**config.mk**
```make
export PLATFORM = sky130hd
export DESIGN_NAME = mem_ctrl
export DESIGN_NICKNAME = d
export VERILOG_FILES = /design/src/rtl/mem_ctrl.sv
export SDC_FILE = /design/constraint.sdc
export NUM_CORES = 1
export LEC_CHECK = 0
export ABC_CLOCK_PERIOD_IN_PS = 4500
export CELL_PAD_IN_SITES_DETAIL_PLACEMENT = 0
export CELL_PAD_IN_SITES_GLOBAL_PLACEMENT = 2
export CORE_AREA = 3 3 161 163
export CTS_BUF_LIST = sky130_fd_sc_hd__clkbuf_4 sky130_fd_sc_hd__clkbuf_8
export CTS_CLUSTER_SIZE = 14
export DETAILED_ROUTE_END_ITERATION = 8
export DIE_AREA = 0 0 164 166
export MAX_ROUTING_LAYER = met4
export PLACE_DENSITY = 0.95
export SYNTH_ARGS = -nofsm -noshare
export SYNTH_HDL_FRONTEND = slang
export SYNTH_SLANG_ARGS = --single-unit
```
**constraint.sdc**
```tcl
create_clock -name clk -period 4.5 [get_ports clk]
set_input_delay 0.45 -clock clk [delete_from_list [all_inputs] [get_ports clk]]
set_output_delay 0.45 -clock clk [all_outputs]
set_load 0.005 [all_outputs]
```
**src/rtl/mem_ctrl.sv**
```systemverilog
// mem_ctrl: byte-wide RAM controller shared by the IF and MEM pipeline ports.
// Splits/assembles 1/2/4-byte little-endian transfers over several cycles,
// MEM has priority over IF when both request in IDLE.
// Optional feature macro: MEM_CTRL_IF_ABORT_EN adds the if_abort input that
// cancels an in-flight instruction fetch.
module mem_ctrl #(
    parameter int ADDR_W = 32
) (
    input  logic              clk,
    input  logic              rst_n,
    input  logic              if_req,
    input  logic [31:0]       if_addr,
    output logic              if_done,
    output logic [31:0]       if_inst,
    input  logic              mem_req,
    input  logic              mem_we,
    input  logic [1:0]        mem_len,
    input  logic [31:0]       mem_addr,
    input  logic [31:0]       mem_wdata,
    output logic              mem_done,
    output logic [31:0]       mem_rdata,
    input  logic [7:0]        ram_din,
    output logic [7:0]        ram_dout,
    output logic [ADDR_W-1:0] ram_a,
    output logic              ram_wr,
`ifdef MEM_CTRL_IF_ABORT_EN
    input  logic              if_abort,
`endif
    output logic              stall_if,
    output logic              stall_mem
);

    typedef enum logic [1:0] {IDLE, BUSY, DONE} state_t;

    state_t              state_reg, state_next;
    logic [2:0]          cnt_reg, cnt_next;
    logic                port_mem_reg, port_mem_next;   // 1 = MEM owns the transfer
    logic [ADDR_W-1:0]   addr_reg, addr_next;
    logic [2:0]          len_reg, len_next;             // byte count 1/2/4
    logic                we_reg, we_next;
    logic [31:0]         wdata_reg, wdata_next;
    logic [31:0]         rbuf_reg, rbuf_next;           // read assembly buffer
    logic [31:0]         if_inst_reg, if_inst_next;
    logic [31:0]         mem_rdata_reg, mem_rdata_next;

    logic                abort_if;
    logic [ADDR_W-1:0]   cnt_ext;
    logic [3:0]          lane_cap;
    logic [31:0]         rbuf_cap;

`ifdef MEM_CTRL_IF_ABORT_EN
    assign abort_if = if_abort;
`else
    assign abort_if = 1'b0;
`endif

    assign cnt_ext = ADDR_W'(cnt_reg);

    // Byte lane gi receives ram_din when cnt points one past its address
    // (the RAM returns data one cycle after the address).
    genvar gi;
    generate
        for (gi = 0; gi < 4; gi++) begin : g_lane
            assign lane_cap[gi] = (cnt_reg == 3'(gi + 1));
            assign rbuf_cap[8*gi +: 8] = lane_cap[gi] ? ram_din : rbuf_reg[8*gi +: 8];
        end
    endgenerate

    assign if_inst   = if_inst_reg;
    assign mem_rdata = mem_rdata_reg;
    assign stall_if  = if_req & ~if_done;
    assign stall_mem = mem_req & ~mem_done;

    // Next-state, datapath next values and RAM/done outputs.
    always_comb begin
        state_next     = state_reg;
        cnt_next       = cnt_reg;
        port_mem_next  = port_mem_reg;
        addr_next      = addr_reg;
        len_next       = len_reg;
        we_next        = we_reg;
        wdata_next     = wdata_reg;
        rbuf_next      = rbuf_reg;
        if_inst_next   = if_inst_reg;
        mem_rdata_next = mem_rdata_reg;
        ram_wr         = 1'b0;
        ram_a          = '0;
        ram_dout       = '0;
        if_done        = 1'b0;
        mem_done       = 1'b0;

        unique case (state_reg)
            IDLE: begin
                if (mem_req) begin
                    port_mem_next = 1'b1;
                    addr_next     = ADDR_W'(mem_addr);
                    len_next      = (mem_len == 2'b00) ? 3'd1 :
                                    (mem_len == 2'b01) ? 3'd2 : 3'd4;
                    we_next       = mem_we;
                    wdata_next    = mem_wdata;
                    rbuf_next     = '0;
                    cnt_next      = 3'd0;
                    state_next    = BUSY;
                end else if (if_req && !abort_if) begin
                    port_mem_next = 1'b0;
                    addr_next     = ADDR_W'(if_addr);
                    len_next      = 3'd4;
                    we_next       = 1'b0;
                    wdata_next    = '0;
                    rbuf_next     = '0;
                    cnt_next      = 3'd0;
                    state_next    = BUSY;
                end
            end
            BUSY: begin
                if (we_reg) begin
                    ram_wr   = 1'b1;
                    ram_a    = addr_reg + cnt_ext;
                    ram_dout = wdata_reg[{cnt_reg[1:0], 3'b000} +: 8];
                    if (cnt_reg == len_reg - 3'd1) begin
                        cnt_next   = 3'd0;
                        state_next = DONE;
                    end else begin
                        cnt_next = cnt_reg + 3'd1;
                    end
                end else begin
                    if (cnt_reg < len_reg) begin
                        ram_a = addr_reg + cnt_ext;
                    end
                    rbuf_next = rbuf_cap;
                    if (cnt_reg == len_reg) begin
                        cnt_next   = 3'd0;
                        state_next = DONE;
                        if (port_mem_reg) begin
                            mem_rdata_next = rbuf_cap;
                        end else begin
                            if_inst_next = rbuf_cap;
                        end
                    end else begin
                        cnt_next = cnt_reg + 3'd1;
                    end
                end
                // A cancelled fetch leaves if_inst untouched and never reports done.
                if (!port_mem_reg && abort_if) begin
                    cnt_next     = 3'd0;
                    state_next   = IDLE;
                    if_inst_next = if_inst_reg;
                end
            end
            DONE: begin
                if (port_mem_reg) begin
                    mem_done = 1'b1;
                end else begin
                    if_done = 1'b1;
                end
                state_next = IDLE;
            end
            default: begin
                state_next = IDLE;
                cnt_next   = 3'd0;
            end
        endcase
    end

    // State register and byte counter.
    always_ff @(posedge clk or negedge rst_n) begin
        if (!rst_n) begin
            state_reg <= IDLE;
            cnt_reg   <= 3'd0;
        end else begin
            state_reg <= state_next;
            cnt_reg   <= cnt_next;
        end
    end

    // Latched request copies and read result registers.
    always_ff @(posedge clk or negedge rst_n) begin
        if (!rst_n) begin
            port_mem_reg  <= 1'b0;
            addr_reg      <= '0;
            len_reg       <= 3'd0;
            we_reg        <= 1'b0;
            wdata_reg     <= '0;
            rbuf_reg      <= '0;
            if_inst_reg   <= '0;
            mem_rdata_reg <= '0;
        end else begin
            port_mem_reg  <= port_mem_next;
            addr_reg      <= addr_next;
            len_reg       <= len_next;
            we_reg        <= we_next;
            wdata_reg     <= wdata_next;
            rbuf_reg      <= rbuf_next;
            if_inst_reg   <= if_inst_next;
            mem_rdata_reg <= mem_rdata_next;
        end
    end

endmodule

```
==> results of run 1 <==
## how the worst max path moves through the flow
stage,slack (ns),endpoint,start,cells after the start
4_1_cts,0.62,ram_a[28],cnt_reg[1]$_DFFE_PN0P_,9
3_3_place_gp,1.17,ram_a[26],cnt_reg[1]$_DFFE_PN0P_,9
2_1_floorplan,1.55,ram_a[30],cnt_reg[1]$_DFFE_PN0P_,8
5_1_grt,0.42,ram_a[28],cnt_reg[1]$_DFFE_PN0P_,9
6_report,0.64,ram_a[28],cnt_reg[1]$_DFFE_PN0P_,9
3_5_place_dp,1.15,ram_a[28],cnt_reg[1]$_DFFE_PN0P_,9
## cells by family (layout without fill, tap and decap cells)
family	count (synthesis)	in the layout	synth area share, %
muxes	81	81	11.3
AOI/OAI and AO/OA	212	212	16.6
DFF	170	170	52.4
xor gates and xnor gates	10	10	1.08
adders and majority gates	13	13	2.10
and+or+nand+nor	215	215	12.9
other	0	2	0
buffers and inverters	72	279	3.61
## power groups by stage
stage / Sequential, mW / Clock, mW / Combinational, mW
after CTS: 2.72 / 1.25 / 3.08
after global placement: 2.72 / 0 / 3.02
after global routing: 2.82 / 1.32 / 3.39
after floorplan: 2.61 / 0 / 1.68
after detailed placement: 2.73 / 0 / 3.07
final: 2.72 / 1.21 / 3.04
## cell type report
class | count | area [um^2]
Antenna cell | 2 | 5.00
Clock buffer | 20 | 269
Clock inverter | 12 | 174
Fill cell | 2332 | 13400
Inverter | 15 | 56.3
Multi-Input combinational cell | 531 | 3590
Sequential cell | 170 | 4250
Tap cell | 324 | 405
Timing Repair Buffer | 232 | 2290
## routing by layer
| metal | vias to the layer above | wire length, um | global-route usage [%] |
|---|---|---|---|
| met2 | 200 | 10800 | 27.0 |
| met4 | 0 | 317 | 4.16 |
| met1 | 3221 | 11100 | 24.8 |
| li1 | 3184 | - | - |
| met5 | - | 0 | - |
| met3 | 23 | 1590 | 4.44 |
## worst max-delay path: stages, from the launching register on
cell and delay, ns:
dfrtp_1 0.33, buf_4 0.23, inv_1 0.14, fa_1 0.47, nor2b_1 0.28, o211ai_1 0.12
buf_4 0.21, or4_1 0.47, a21oi_1 0.17, clkdlybuf4s50_1 0.54
## Yosys cell counts, types with 2 or more instances
library cell / n / area share, %
mux2i_1: 70 / 8.6
inv_1: 14 / 0.65
dfrtp_1: 170 / 52
mux4_2: 8 / 2.2
o31ai_1: 9 / 0.83
nand2_1: 52 / 2.4
nand4_1: 7 / 0.54
nor2_1: 78 / 3.6
nor3b_1: 2 / 0.19
nor4_1: 4 / 0.31
a22o_1: 64 / 6.9
xor2_1: 4 / 0.43
nor4b_1: 2 / 0.22
o21ai_0: 48 / 3.0
or3_1: 7 / 0.54
buf_1: 10 / 0.46
and3_1: 11 / 0.85
nand3_1: 15 / 0.93
or3_2: 2 / 0.19
and4_1: 2 / 0.22
nand3b_1: 5 / 0.46
a21oi_1: 84 / 5.2
buf_6: 3 / 0.42
o211ai_1: 3 / 0.28
ha_1: 12 / 1.9
clkbuf_1: 44 / 2.0
or4_1: 8 / 0.74
and2_1: 3 / 0.23
nor3_1: 4 / 0.25
nor2b_1: 6 / 0.46
mux2_2: 3 / 0.42
xnor2_1: 6 / 0.65
## through the flow
step | setup WS (ns) | cell area, um^2
floorplan | 1.55 | 8110
detailed placement | 1.15 | 10600
global placement | 1.17 | 10600
finish | 0.641 | 11000
global route | 0.423 | 11000
CTS | 0.623 | 11000
## layout by cell type, fill, tap and decap left out, types with 2 or more instances in the layout
| cell type | Yosys | final |
|---|---|---|
| clkdlybuf4s50_1 | 0 | 217 |
| dfrtp_1 | 170 | 170 |
| a21oi_1 | 84 | 84 |
| nor2_1 | 78 | 78 |
| mux2i_1 | 70 | 70 |
| a22o_1 | 64 | 64 |
| nand2_1 | 52 | 52 |
| o21ai_0 | 48 | 47 |
| clkbuf_8 | 0 | 19 |
| nand3_1 | 15 | 15 |
| inv_1 | 14 | 14 |
| buf_4 | 0 | 13 |
| ha_1 | 12 | 12 |
| and3_1 | 11 | 11 |
| o31ai_1 | 9 | 9 |
| or4_1 | 8 | 8 |
| mux4_2 | 8 | 8 |
| nand4_1 | 7 | 7 |
| or3_1 | 7 | 7 |
| nor2b_1 | 6 | 6 |
| xnor2_1 | 6 | 6 |
| nand3b_1 | 5 | 5 |
| inv_6 | 0 | 5 |
| nor4_1 | 4 | 4 |
| xor2_1 | 4 | 4 |
| o211ai_1 | 3 | 3 |
| and2_1 | 3 | 3 |
| mux2_2 | 3 | 3 |
| bufinv_16 | 0 | 3 |
| diode_2 | 0 | 2 |
| and4_1 | 2 | 2 |
| nor4b_1 | 2 | 2 |
| or3_2 | 2 | 2 |
| nor3_1 | 4 | 2 |
| nor3b_1 | 2 | 2 |
| nor3_2 | 0 | 2 |
| inv_8 | 0 | 2 |
| clkinv_4 | 0 | 2 |
==> metrics.yaml, run 1 <==
timing:
  finalMaxSlewViolations: 0
  setup_tns_ns: 0
  slew_headroom_pct: 34.7
  fmax_ghz: 0.259
  tightestPinTransition_ns: 0.979
  period_share_pct: 85.8
  whs_ns: 0.0754
  finalHoldViolations: 0
  setup_viol: 0
  fin_crit_ns: 3.86
  skew_ns: 0.0141
  rsz0062_at_grt: "false"
power_and_ir_drop:
  p_per_area_nw_per_um2: 632
  switching_power_mw: 2.56
  seqPwrFrac_pct: 39.0
  clkPwrFrac_pct: 17.4
  power_mw: 6.97
  leakagePower_nw: 4.67
  switching_share_pct: 36.7
  p_comb_share_pct: 43.6
  internal-power_mw: 4.41
  ir_drop_v: 0.000272
placed_design:
  place_congestion: 0.803
  io_buffers: 219
  hpwl_mm: 17.3
  dp.cells: 1272
synthesis:
  synth_edf_count: 0
  synth-seq-area-share_pct: 52.4
  synthArstFlopShare_pct: 100
  syn_inst: 773
  synth_warnings: 0
  synth_area_per_cell_um2: 10.5
  ys_types: 45
  synthFlopType: "dfrtp_1"
  synth-seq-cells: 170
  syn_nets: 897
  syn_area_um2: 8110
critical_path:
  crit_type: "flop to output pin"
  arrival_ns: 3.41
  cp_max_fo: 21
  reg2reg_depth: 6
  r2r_end: "rbuf_reg[19]$_DFFE_PN0P_"
  cp-start-kind: "flop"
  r2r_start: "cnt_reg[0]$_DFFE_PN0P_"
  crit_required_ns: 4.05
  r2r_slack_ns: 2.11
  setup.worst_path.end_class: "output pin"
drt:
  wl_mm: 23.8
  first_pass_iters: 5
  wl_per_cell_um: 18.2
  drtIter0Drc: 414
  vias: 6628
  via_per_inst: 5.08
  antenna_left: 0
  drcViolationCount: 0
floorplan:
  dieWidth_um: 164
  dieArea_um2: 27200
  dieHeight_um: 166
  io_pins: 220
  coreArea_um2: 24500
  initial_core_util_pct: 33.2
  num_rows: 57
finish:
  layout.nets: 1091
  synthToLayoutAreaGrowth_pct: 36.0
  layoutNonFillerInstCount: 1306
  drive_above_1_share_pct: 7.04
  post-route-util_pct: 45.1
cts:
  path_clk_slew_ns: 0.10
  cts_resized: 0
  post_cts_buffers: 0
  htreeDepth: 4
  cts_tree: "done"
  cts_made_buffers: 17
  cts_sinks: 170
  cts_hold_buf: 0
  root_buffer: "clkbuf_8"
  clock_latency_ns: 0.46
  cts_buffer_depth: 2
worst_hold_path:
  min_path_type: "input pin to asynchronous set/reset pin"
grt:
  grt_overflow: 0
  grt_antenna_before_repair: 2
  grt_max_degree: 107
  grtUsageTotal_pct: 18.0
  grt_pass1_wl_mm: 37.7
  first_global_vias: 6618
job:
  cap_viol_max_count: 0
outcome:
  outcome: "finished clean"
Power figures use the tool's default switching activity.
==> run 2: changes to the inputs <==
Settings changed: CORE_AREA 3 3 161 163 to 2 2 160 162, DIE_AREA 0 0 164 166 to 0 0 162 164.
==> run 2 against run 1 <==
  * Critical path depth decreased by 1
  * Clock skew up 0.0051 ns
  * Cell area down 0.18%
  * Worst hold slack got worse by 0.025 ns
  * Flip-flop and latch count stayed put
  * Maximum frequency is 3.6% lower
  * Cell count is 0.31% higher
  * Count of clock-buffer cells in the layout shrank 2
  * Sequential power barely moved
  * Non-clock buffer count down 2
  * Combinational power is essentially flat
  * First-iteration DRC count is 10% higher
==> metrics.yaml, run 2 (synthesis results as in run 1) <==
outcome:
  outcome: "finished clean"  # unchanged
cts:
  cts_tree: "done"  # unchanged
  root_buffer: "clkbuf_8"  # unchanged
  path_clk_slew_ns: 0.10  # about the same
  clock_latency_ns: 0.45  # was 0.46 ns
  htreeDepth: 4  # unchanged
  cts_hold_buf: 0  # unchanged
  cts_resized: 0  # unchanged
  cts_sinks: 170  # unchanged
  post_cts_buffers: 0  # unchanged
  cts_buffer_depth: 2  # unchanged
  cts_made_buffers: 17  # unchanged
drt:
  wl_mm: 23.5  # was 23.8 mm
  via_per_inst: 5.04  # was 5.08
  first_pass_iters: 4  # was 5
  vias: 6601  # was 6628
  drcViolationCount: 0  # unchanged
  drtIter0Drc: 456  # was 414
  wl_per_cell_um: 18.0  # was 18.2 um
  antenna_left: 0  # unchanged
finish:
  fillers: 2401  # was 2332
  drive_above_1_share_pct: 6.76  # was 7.04%
  final_cell_mix: "clkdlybuf4s50_1, dfrtp_1, a21oi_1"  # unchanged
  final_common_cell: "clkdlybuf4s50_1"  # unchanged
  layoutNonFillerInstCount: 1310  # was 1306
  synthToLayoutAreaGrowth_pct: 35.8  # was 36.0%
  layout.nets: 1089  # was 1091
critical_path:
  crit_type: "flop to output pin"  # unchanged
  cp_num_buf_inv: 2  # was 4
  crit_path_cell_trace: "ha_1 > inv_1 > fa_1 > nor2b_1 > o211ai_1 > or4_1 > a21oi_1 > clkdlybuf4s50_1"  # was buf_4 > inv_1 > fa_1 > nor2b_1 > o211ai_1 > buf_4 > or4_1 > a21oi_1 > clkdlybuf4s50_1
  critPathSlowestCell: "or4_1"  # was clkdlybuf4s50_1
  critPathMaxStageDelay_ns: 0.64  # was 0.54 ns
  arrival_ns: 3.55  # was 3.41 ns
  crit_required_ns: 4.05  # about the same
  cp_max_fo: 21  # unchanged
  cp-start-kind: "flop"  # unchanged
  path_delay_family: "simple AND/OR/NAND/NOR gates"  # was buffers and inverters
  setup.worst_path.end_class: "output pin"  # unchanged
floorplan:
  dieHeight_um: 164  # was 166 um
  num_rows: 58  # was 57
  io_pins: 220  # unchanged
  initial_core_util_pct: 32.7  # was 33.2%
  dieArea_um2: 26600  # was 27200 um^2
  dieWidth_um: 162  # was 164 um
  coreArea_um2: 24800  # was 24500 um^2
placed_design:
  place_congestion: 0.819  # was 0.803
  hpwl_mm: 16.7  # was 17.3 mm
  dp.cells: 1276  # was 1272
  io_buffers: 219  # unchanged
timing:
  tightestPinTransition_ns: 1.22  # was 0.979 ns
  slew_headroom_pct: 18.2  # was 34.7%
  setup_tns_ns: 0  # unchanged
  period_share_pct: 89.0  # was 85.8%
  fmax_ghz: 0.250  # was 0.259 GHz
  setup_viol: 0  # unchanged
  finalMaxSlewViolations: 0  # unchanged
  skew_ns: 0.0192  # was 0.0141 ns
  rsz0062_at_grt: "false"  # unchanged
  fin_crit_ns: 4.00  # was 3.86 ns
  finalHoldViolations: 0  # unchanged
power_and_ir_drop:
  leakagePower_nw: 4.64  # was 4.67 nW
  ir_drop_v: 0.000283  # was 0.000272 V
  p_per_area_nw_per_um2: 626  # was 632 nW/um^2
grt:
  grt_pass1_wl_mm: 36.8  # was 37.7 mm
  grt_overflow: 0  # unchanged
  grt_antenna_before_repair: 3  # was 2
  first_global_vias: 6472  # was 6618
  grt_max_degree: 90  # was 107
  grtUsageTotal_pct: 18.3  # was 18.0%
worst_hold_path:
  min_path_type: "input pin to asynchronous set/reset pin"  # unchanged
job:
  cap_viol_max_count: 0  # unchanged
## run 2: changes by cell type in the layout (fill, tap and decap cells not counted), sizes merged
cell / change
buf: -2
inv: -1
clkbuf: -2
diode: +1
clkinv: +1
bufinv: -1
clkinvlp: +2
## run 2: area by class of cell
class | instances | area (um^2) | share of cell area, %
Sequential cell | 170 | 4250 | 38.6
Timing Repair Buffer | 230 | 2300 | 20.8
Tap cell | 330 | 413 | 3.75
Antenna cell | 3 | 7.51 | 0.0681
Clock buffer | 18 | 248 | 2.25
Inverter | 15 | 56.3 | 0.511
Multi-Input combinational cell | 531 | 3590 | 32.6
Clock inverter | 13 | 155 | 1.41
## run 2: worst reg2reg max path, stage by stage (launching register included)
cell	delay (ns)
dfrtp_1	0.43
nor2b_1	0.77
nand2_1	0.40
nor2_1	0.55
a22o_1	0.25
## run 2: metrics by stage
| step | power (mW) | utilization (%) | worst slack [ns] | area (um^2) | hold slack [ns] |
|---|---|---|---|---|---|
| 2_1_floorplan | 4.29 | - | 1.55 | 8110 | 0.154 |
| 3_3_place_gp | 5.75 | 42.7 | 1.05 | 10600 | 0.472 |
| 5_1_grt | 7.44 | 44.4 | 0.202 | 11000 | 0.0810 |
| 6_report | 6.89 | 44.4 | 0.495 | 11000 | 0.0507 |
| 4_1_cts | 6.98 | 44.4 | 0.466 | 11000 | 0.0627 |
| 3_5_place_dp | 5.81 | 42.7 | 1.00 | 10600 | 0.480 |
## run 2: final timing paths
| path | start | end | slack [ns] | cells past startpoint |
|---|---|---|---|---|
| worst max-delay path | cnt_reg[0]$_DFFE_PN0P_ | ram_a[22] | 0.50 | 8 |
| worst min-delay path | rst_n | addr_reg[9]$_DFFE_PN0P_ | 0.05 | 1 |
| worst max register to register | state_reg[0]$_DFFE_PN0P_ | rbuf_reg[30]$_DFFE_PN0P_ | 2.02 | 4 |
| worst min register to register | addr_reg[2]$_DFFE_PN0P_ | addr_reg[2]$_DFFE_PN0P_ | 0.50 | 2 |
| max in group asynchronous | rst_n | rbuf_reg[7]$_DFFE_PN0P_ | 3.46 | 2 |
| min in group clk | mem_req | port_mem_reg$_DFFE_PN0P_ | 0.32 | 3 |
## run 2: routing by layer
| layer | up-vias | track usage, % | routed length (um) |
|---|---|---|---|
| met5 | - | - | 0 |
| met3 | 24 | 5.03 | 1720 |
| met1 | 3180 | 24.9 | 10900 |
| li1 | 3183 | - | - |
| met2 | 214 | 27.2 | 10500 |
| met4 | 0 | 4.67 | 330 |
## run 2: power by group
group,switching (mW),internal [mW]
clock,0.604,0.521
sequential,0.516,2.19
combinational,1.43,1.63
